`config.mk`:
```
export PLATFORM = sky130hd
export DESIGN_NAME = prng64_collector
export DESIGN_NICKNAME = d
export VERILOG_FILES = /design/src/rtl/prng64_pkg.sv /design/src/rtl/prng_fifo.sv /design/src/rtl/prng64_collector.sv
export SDC_FILE = /design/constraint.sdc
export NUM_CORES = 1
export LEC_CHECK = 0
export CAP_MARGIN = 10
export CORE_MARGIN = 2
export CORE_UTILIZATION = 30
export CTS_CLUSTER_DIAMETER = 30
export CTS_CLUSTER_SIZE = 8
export DETAILED_ROUTE_END_ITERATION = 6
export GPL_ROUTABILITY_DRIVEN = 0
export PLACE_DENSITY_LB_ADDON = 0.1
export SYNTH_ARGS = -nofsm -noshare
export SYNTH_HDL_FRONTEND = slang
export SYNTH_SLANG_ARGS = --single-unit
```
`constraint.sdc`:
```
create_clock -name clk -period 7.2 [get_ports clk]
set_clock_uncertainty 0.05 [all_clocks]
set_input_delay 1.8 -clock clk [delete_from_list [all_inputs] [get_ports clk]]
set_output_delay 1.8 -clock clk [all_outputs]
set_load 0.05 [all_outputs]
```
`src/rtl/prng64_pkg.sv`:
```
// rtl/prng64_pkg.sv - shared widths and state encoding for the PRNG64 collector
package prng64_pkg;
    localparam int WORD_W = 32;
    localparam int OUT_W  = 64;
    localparam int DROP_W = 16;

    typedef enum logic [0:0] {
        S_WARM = 1'b0,
        S_RUN  = 1'b1
    } collector_state_t;
endpackage

```
`src/rtl/prng_fifo.sv`:
```
// rtl/prng_fifo.sv - first-word-fall-through FIFO with occupancy-derived full/empty
module prng_fifo #(
    parameter int DEPTH = 8,
    parameter int WIDTH = 64
) (
    input  logic                     clk,
    input  logic                     rst,
    input  logic                     push,
    input  logic                     pop,
    input  logic [WIDTH-1:0]         wdata,
    output logic [WIDTH-1:0]         rdata,
    output logic [$clog2(DEPTH):0]   level,
    output logic                     full,
    output logic                     empty
);
    localparam int PW = $clog2(DEPTH);
    localparam int LW = PW + 1;

    logic [WIDTH-1:0] mem [DEPTH];
    logic [PW-1:0]    wr_ptr;
    logic [PW-1:0]    rd_ptr;

    // Caller guarantees push only when not full (or popping) and pop only when non-empty.
    always_ff @(posedge clk or posedge rst) begin
        if (rst) begin
            wr_ptr <= '0;
            rd_ptr <= '0;
            level  <= '0;
        end else begin
            if (push) wr_ptr <= wr_ptr + PW'(1);
            if (pop)  rd_ptr <= rd_ptr + PW'(1);
            case ({push, pop})
                2'b10:   level <= level + LW'(1);
                2'b01:   level <= level - LW'(1);
                default: level <= level;
            endcase
        end
    end

    always_ff @(posedge clk) begin
        if (push) mem[wr_ptr] <= wdata;
    end

    assign rdata = mem[rd_ptr];
    assign full  = (level == LW'(DEPTH));
    assign empty = (level == '0);
endmodule

```
`src/rtl/prng64_collector.sv`:
```
// rtl/prng64_collector.sv - packs pcg1/pcg2 samples into 64-bit words behind a warm-up gate and FIFO
module prng64_collector
    import prng64_pkg::*;
#(
    parameter int DEPTH  = 8,
    parameter int WARMUP = 4
) (
    input  logic                     clk,
    input  logic                     rst,
    input  logic                     en,
    input  logic [WORD_W-1:0]        rand_hi_in,
    input  logic [WORD_W-1:0]        rand_lo_in,
    input  logic                     out_ready,
    output logic                     out_valid,
    output logic [OUT_W-1:0]         out_data,
    output logic [$clog2(DEPTH):0]   fifo_level,
    output logic [DROP_W-1:0]        drop_count
);
    localparam int WCW = (WARMUP > 1) ? $clog2(WARMUP) : 1;
    localparam logic [WCW-1:0] WARM_LAST = WCW'((WARMUP > 0) ? WARMUP - 1 : 0);
    localparam collector_state_t RESET_STATE = (WARMUP == 0) ? S_RUN : S_WARM;

    collector_state_t state;
    logic [WCW-1:0]   warm_cnt;
    logic             push_req;
    logic             pop;
    logic             push_ok;
    logic             full;
    logic             empty;
    logic [OUT_W-1:0] head;

    always_ff @(posedge clk or posedge rst) begin
        if (rst) begin
            state    <= RESET_STATE;
            warm_cnt <= '0;
        end else begin
            case (state)
                S_WARM: begin
                    if (en) begin
                        if (warm_cnt == WARM_LAST) state <= S_RUN;
                        else                       warm_cnt <= warm_cnt + WCW'(1);
                    end
                end
                default: state <= S_RUN;
            endcase
        end
    end

    assign push_req = (state == S_RUN) && en;
    assign pop      = out_valid && out_ready;
    // A full FIFO still takes a sample when the head leaves on the same edge.
    assign push_ok  = push_req && (!full || pop);

    always_ff @(posedge clk or posedge rst) begin
        if (rst) begin
            drop_count <= '0;
        end else if (push_req && full && !pop && (drop_count != {DROP_W{1'b1}})) begin
            drop_count <= drop_count + DROP_W'(1);
        end
    end

    prng_fifo #(
        .DEPTH (DEPTH),
        .WIDTH (OUT_W)
    ) u_fifo (
        .clk   (clk),
        .rst   (rst),
        .push  (push_ok),
        .pop   (pop),
        .wdata ({rand_hi_in, rand_lo_in}),
        .rdata (head),
        .level (fifo_level),
        .full  (full),
        .empty (empty)
    );

    assign out_valid = !empty;
    assign out_data  = out_valid ? head : '0;
endmodule

```
# After elaboration in Yosys (flattened, before gate mapping)
# Memory sizes are Yosys's and may differ from the RTL's.
# Cells that the tools add are included.
# W data, S select, Z words.
# classes
add_sub_neg	6
n_eq_ne	5
n_mux	7
bitwise_logic	2
n_reduce_logical	13
# ops
operator	count
$mux W64	1
$add A16 B1 Y16 const B	1
$ne A16 B16 Y1 const B	1
$pmux W4 S2	1
$add A3 B1 Y3 const B	2
$logic_and A1 B1 Y1	6
$mux W1	5
$add A4 B1 Y4 const B	1
$eq A2 B2 Y1 const B	2
$eq A4 B4 Y1 const B	1
$logic_not A4 Y1	1
$sub A4 B1 Y4 const B	1
$logic_not A1 Y1	3
$reduce_and A3 Y1	1
$add A2 B1 Y2 const B	1
$eq A2 B1 Y1 const B	1
$not A1 Y1	2
$reduce_bool A2 Y1	1
$logic_or A1 B1 Y1	1
# word_totals
reg_bits	29
ram_bits	512
in_bits	68
n_memories	1
# memory_table
memory	depth	width	read_ports	rd_ports_with_merged_regs	wr	line_no	source
u_fifo.mem	8	64	1	0	1	prng_fifo.sv:19	logic [WIDTH-1:0] mem [DEPTH];

# Depth between registers and ports, before layout
# Gate-level depths: netlist (run 1).
# depth
depth_word	7
ltp_mapped	9

# Modules after synthesis
# A second synthesis (run 1) with hierarchy kept.
# unflattened
hier_cells	960
hier_area_um2	21266.6
# by_module_without_submodules
mod	n_inst	cells_per_inst	area_per_inst_um2
prng_fifo	1	800	19816.5
prng64_collector	1	160	1450.1

# Least setup slack after synthesis (run 1)
# Ideal clock, no wire load.
# synth_path
path_kind	input to register
start	input out_ready
end	memory u_fifo.mem[0][0], enable pin
setup_time_ps	645
arrival_time_ps	8393
path_slack_ps	-1888
cell_stages	3
n_path_buf	1
cell_sequence	clkbuf_1 o311ai_1 nor4_1
# synth_between
elab_chain_len	5
# synth_lines
element	line_no	source
start: declaration	prng64_collector.sv:13	input logic out_ready,
$logic_and A1 B1 Y1	prng64_collector.sv:50	assign pop = out_valid && out_ready;
$logic_or A1 B1 Y1	prng64_collector.sv:52	assign push_ok = push_req && (!full || pop);
$logic_and A1 B1 Y1	prng64_collector.sv:52	
$mux W1	prng_fifo.sv:41	if (push) mem[wr_ptr] <= wdata;
$mux W1 (not written as such)	prng_fifo.sv:41	
end: declaration	prng_fifo.sv:19	
# No other way between the ends.

# Final worst setup path (run 1)
# layout_path
start	register u_fifo.level[1]
end	output out_data[10]
# layout_between
elab_chain_len	2
# layout_lines
element	line_no	source
start: declaration	prng_fifo.sv:12	output logic [$clog2(DEPTH):0] level,
start signal: assignment	prng_fifo.sv:33	2'b10: level <= level + LW'(1);
start signal: assignment	prng_fifo.sv:34	2'b01: level <= level - LW'(1);
start signal: assignment	prng_fifo.sv:35	default: level <= level;
$logic_not A4 Y1	prng_fifo.sv:46	assign empty = (level == '0);
$mux W64	prng64_collector.sv:78	assign out_data = out_valid ? head : '0;
end: declaration	prng64_collector.sv:15	output logic [OUT_W-1:0] out_data,
# No other way between the ends.

==> results.md, run 1 <==
- Status: finished, final reports clean
- CP arrival: between 3 and 4 ns
- Worst path max stage delay: 0.78 ns
- Max VDD drop: 0.3942 mV
- Synth unique cells: 35
- Global Route Usage Sum: 0.1420
- Post-synth top flop: edfxtp_1
- CTS tree: done
- Max Root-Sink Buffers: 3
- Net Count, Synth: 1023
- Final Max Slew Viols: 0
- Reg-to-reg startpoint: u_fifo.level[1]
- Synth Register Bits: approximately 540
- GR Overflow Total: 0
- Setup violators final: 0
- First-pass DRT Iterations: 4
- Hold EP: warm_cnt[0]
- Hold Crit Depth: 1
- Area growth from synthesis to layout: 36.30%
- Sequential area share after synthesis: 0.7755
- Endpoint type of the worst setup path: primary output
- Synth top area cells: edfxtp_1, mux4_2, dfrtp_1
- Setup ws final: 1.399 ns
- Die H: 267.1 um
- Fin cells: about 2300
- Per-cell routed wire length: 21.66 um
- Synth Instances: between 900 and 1000
- Area after DPL: around 24000 um2
- Clock insertion delay at the later pin of the skew report: 0.67 ns
- Nets@finish: 1293
- Hold Violations, Final: 0
- Clk sink count: 541
- Most common cell in the netlist: edfxtp_1
- Vias in the first global route: 11301
- Fin crit period: 5.801 ns
- # H-tree levels: 4
- Worst hold path class: flip-flop to flip-flop
- Tightest Pin Transition: 1.034 ns
- # rows: 96
- Via density: 4.526
- Num CTS Buffers: between 100 and 150
- Worst-path fanout max: 37
- Max Cap Violations: 0
- Util after Layout: 0.4126
- Synth Warn #: 0
- Leakage: 9.613 nW
- Cts repair resizes: 0
- EDFF count, synth: 512
- DRC violations left: 0
- CP cell instances: or3_4 > nor2_4 > buf_4 > nor2_1 > clkdlybuf4s50_1
- Final period utilization: 0.8057
- Post-Route WL: 48.95 mm
- RSZ-0062 raised after global routing: no
- Worst Setup Start Kind: flip-flop
- Post-CTS Hold Buffers: 0
- Worst R2R Path Depth: 8
- Initial antenna violation count: 5
- Diodes inserted: 0
- IO Count: 153
- Most frequent cells after synthesis: edfxtp_1, mux4_2, nor2_1
- Power Dens Cells: 522.7 nW/um2
- Core box area: around 70000 um2
- Die area: 71320 um2
- Yosys top cell by area: edfxtp_1
- Clock-pin slew on the worst setup and hold paths: 0.04 ns
- Post-CTS setup buffer count: 0
- Slew headroom: 0.3094
- First-pass GRT wire length: around 73 mm
- Placed insts: 2015
- CP Class: flip-flop to primary output
- Post-DP HPWL: 25.42 mm
- Largest net degree at the start of global routing: 75
- Die Wd: 267.1 um
- Required time worst endpoint: between 5 and 6 ns
- Max Freq: between 0.15 and 0.2 GHz
- Post-route cell area: 28300 um2
- Synth Cell Area: a little over 20000 um2
- Share of the synthesized area in the top cell type: 0.7406
- Layout cells sized above 1: 0.2852
- Post-route ant nets: 0
- Async set-reset flop share out of synthesis: 0.05360
- Hold wc startpoint: warm_cnt[0]
- R2R Setup Slk: 4.06 ns
- Initial Util: 0.3027
- Critical R2R Capture: u_fifo.level[1]
- Via count: approximately 10000
- Clock root cell: clkbuf_16
- Slowest CP cell: nor2_4
- Syn_area_per_cell: 21.85 um2
- Place WS: 1.927 ns
- Fillcell total: 6086
- Port bufs: 152
- 1st-iter DRT viols: 601
==> cells by family (layout without fill, tap and decap cells) <==
family / count (synthesis) / after routing / synth area share
flops: 541 / 541 / 0.7755
mux: 198 / 198 / 0.1728
simple gates: 126 / 126 / 0.02718
buf+inv: 47 / 426 / 0.008558
xor+xnor: 22 / 22 / 0.009281
compound gates: 11 / 11 / 0.003616
fa+ha+maj: 5 / 5 / 0.003013
==> power breakdown <==
| group | switching [W] | internal, W |
|---|---|---|
| combinational | 0.00273 | 0.00169 |
| sequential | 0.000290 | 0.00396 |
| clock | 0.00176 | 0.00436 |
| total | 0.00478 | 0.0100 |
==> flip-flops by register name, summed over array words and instances, names as in the netlist <==
| name | cells |
|---|---|
| drop_count | 16 |
| state | 1 |
| u_fifo.level | 4 |
| u_fifo.mem | 512 |
| u_fifo.rd_ptr | 3 |
| u_fifo.wr_ptr | 3 |
| warm_cnt | 2 |
==> worst max path at each step <==
stage               startpoint          endpoint  cells past startpoint  slack, ns
2_1_floorplan        out_ready  u_fifo.mem[4][0]                      3      -0.15
3_3_place_gp   u_fifo.level[1]      out_data[10]                      5       1.95
3_5_place_dp   u_fifo.level[0]      out_data[10]                      5       1.93
4_1_cts        u_fifo.level[1]      out_data[10]                      5       1.19
5_1_grt        u_fifo.level[0]      out_data[10]                      5       1.12
6_report       u_fifo.level[1]      out_data[10]                      5       1.40
==> layout by cell type, fill, tap and decap left out, types with 4 or more instances in the layout <==
cell / n
clkinv_1: 24
nand3_1: 9
buf_4: 20
clkinvlp_4: 12
nor2_4: 4
ha_1: 5
inv_6: 6
clkinv_2: 15
dfrtp_1: 26
clkdlybuf4s50_1: 152
buf_12: 5
nand2_1: 14
nand4_1: 4
clkbuf_16: 140
xnor2_1: 14
nor2_1: 72
nor3_1: 4
mux2i_1: 66
bufinv_16: 24
xor2_1: 8
edfxtp_1: 512
nor3_2: 4
clkinv_4: 4
mux2_2: 4
clkbuf_1: 17
mux4_2: 128
inv_1: 4
==> metrics by stage <==
stage          setup TNS (ns)  hold WS [ns]  power (W)
6_report                    0        0.4292    0.01479
5_1_grt                     0        0.4378    0.01545
4_1_cts                     0        0.4319    0.01506
3_5_place_dp                0        0.4240   0.008856
3_3_place_gp                0        0.4117   0.008856
2_1_floorplan          -29.19        0.3980   0.007268
==> metal layers <==
metal,vias up,part of all wire,global-route usage
met3,87,0.051,0.04395
li1,4525,-,-
met1,5365,0.44,0.1798
met5,-,0.0013,0
met2,241,0.49,0.2300
met4,10,0.020,0.05132
==> critical path, delay by kind of cell, from the launching register on <==
family	cells	cell delay, ns
buffers and inverters	2	1.30
DFF	1	0.47
and+or+nand+nor	3	1.42
==> area by class of cell <==
cell class	instances	area [um2]	share of cell area
clock inverters	88	1112	0.03931
clock buffers	157	3567	0.1261
multi-input cells	362	4554	0.1609
repair buffers	177	1772	0.06261
well taps	931	1165	0.04117
inverters	4	15.01	0.0005306
flip-flops and latches	541	16110	0.5694
No activity file was read; power rests on OpenSTA's default activity.
==> run 2, diff against run 1 <==
clock period = 5 ns   (was 7.2 ns; I/O delays follow)
==> results.md, run 2 (same netlist as run 1, synthesis figures left out) <==
- Place WS: 0.8697 ns
- Clock insertion delay at the later pin of the skew report: 0.68 ns
- Final Max Slew Viols: 0
- 1st-iter DRT viols: 609
- Core box area: 68590 um2
- Hold Violations, Final: 0
- First-pass DRT Iterations: 5
- Crit path launch: u_fifo.rd_ptr[0]
- Worst hold path class: flip-flop to flip-flop
- Worst Setup Start Kind: flip-flop
- Final period utilization: 0.9485
- # H-tree levels: 4
- Clk sink count: 541
- Reg-to-reg startpoint: u_fifo.level[1]
- Setup violators final: 0
- Tightest Pin Transition: 0.7119 ns
- Most frequent cells in the layout: edfxtp_1, clkdlybuf4s50_1, clkbuf_16, mux4_2, nor2_1
- Max VDD drop: 0.3361 mV
- Max Root-Sink Buffers: 3
- Commonest non-fill, non-tap cell in the layout: edfxtp_1
- Top delay family on crit path: buffers and inverters
- Biggest regs: u_fifo.mem: 512 flops, drop_count: 16 flops, u_fifo.level: 4 flops
- Initial Util: 0.3027
- Cts repair resizes: 0
- DRC violations left: 0
- Die area: 71320 um2
- # rows: 96
- Port bufs: between 150 and 200
- Worst path max stage delay: 0.72 ns
- Post-Route WL: 49.34 mm
- GR Overflow Total: 0
- Status: finished, final reports clean
- Largest net degree at the start of global routing: 88
- Nets@finish: 1299
- Post-CTS setup buffer count: 0
- Post-route cell area: 28160 um2
- Global Route Usage Sum: 0.1426
- Max FFs per register: 512
- Max Freq: about 0.21 GHz
- Largest register by flop count: u_fifo.mem
- Post-CTS Hold Buffers: 0
- Setup ws final: 0.2577 ns
- RSZ-0062 raised after global routing: no
- Power Dens Cells: around 740 nW/um2
- CTS tree: done
- Leakage: roughly 9.6 nW
- Slew headroom: 0.5254
- Layout cells sized above 1: 0.2828
- Post-route ant nets: 0
- Clock-pin slew on the worst setup and hold paths: 0.04 ns
- Die H: ~270 um
- Fin crit period: between 4 and 5 ns
- CP cell instances: buf_12 > mux4_2 > mux2i_1 > nor2_1 > clkdlybuf4s50_1
- IO Count: 153
- Post-DP HPWL: around 26 mm
- Per-cell routed wire length: 21.80 um
- Max Cap Violations: 0
- Die Wd: between 200 and 300 um
- Slowest CP cell: dfrtp_4
- Via count: 10296
- Diodes inserted: 0
- CP Class: flip-flop to primary output
- Via density: 4.548
- Worst-path fanout max: 30
- Vias in the first global route: 11287
- Hold wc startpoint: warm_cnt[0]
- Area growth from synthesis to layout: 35.64%
- Clock root cell: clkbuf_16
- Required time worst endpoint: around 3.7 ns
- Num CTS Buffers: around 130
- Initial antenna violation count: 3
- First-pass GRT wire length: about 73 mm
- Endpoint type of the worst setup path: primary output
- CP arrival: about 3.4 ns
- Crit path buffers/inverters: 2
- Area after DPL: 23760 um2
[run 2: cell count changes in the layout (fill, tap and decap cells not counted), moves of 4 or more]
cell        delta
bufinv_16     -10
inv_16         +5
clkbuf_16      -5
clkinv_2       +5
clkbuf_1       +5
buf_12         +8
clkinvlp_4     -4
[run 2: routing by layer]
layer  GRT usage  wire (um)  up-vias
met5           0         33        -
met3     0.04220       2247       85
met1      0.1815      21870     5423
met4     0.05664        981        6
met2      0.2289      24210      244
li1            -          -     4538
[run 2: final cells by class]
class | count | area, um2
Inverter | 4 | 15.01
Clock buffer | 159 | 3488
Tap cell | 931 | 1165
Fill cell | 6100 | 40430
Multi-Input combinational cell | 362 | 4554
Timing Repair Buffer | 183 | 1917
Sequential cell | 541 | 16110
Clock inverter | 84 | 909.6
[run 2: where the power goes]
part | total [W] | internal, W | leakage [nW] | switching, W
clock network | 0.00827 | 0.00568 | 2.13 | 0.00259
logic | 0.00662 | 0.00252 | 2.40 | 0.00410
registers | 0.00599 | 0.00570 | 5.02 | 0.000294
[run 2: path summary, 6_finish.rpt]
check | to | slack (ns) | cells past startpoint
hold / removal | warm_cnt[0] | 0.43 | 1
hold reg to reg | warm_cnt[0] | 0.43 | 1
max in group asynchronous | u_fifo.rd_ptr[0] | 3.65 | 3
setup / recovery | out_data[8] | 0.26 | 5
setup reg to reg | u_fifo.level[1] | 2.28 | 8
min in group asynchronous | drop_count[15] | 0.91 | 3
[run 2: per-stage QoR]
| step | power, W | cells | util | setup TNS (ns) | hold slack, ns |
|---|---|---|---|---|---|
| 2_1_floorplan | 0.01046 | 950 | - | -400.39 | 0.3980 |
| 3_3_place_gp | 0.01288 | 2021 | 0.3465 | 0 | 0.4139 |
| 3_5_place_dp | 0.01288 | 2021 | 0.3465 | 0 | 0.4193 |
| 4_1_cts | 0.02126 | 2264 | 0.4106 | 0 | 0.4306 |
| 5_1_grt | 0.02180 | 2264 | 0.4106 | 0 | 0.4591 |
| 6_report | 0.02088 | 2264 | 0.4106 | 0 | 0.4267 |
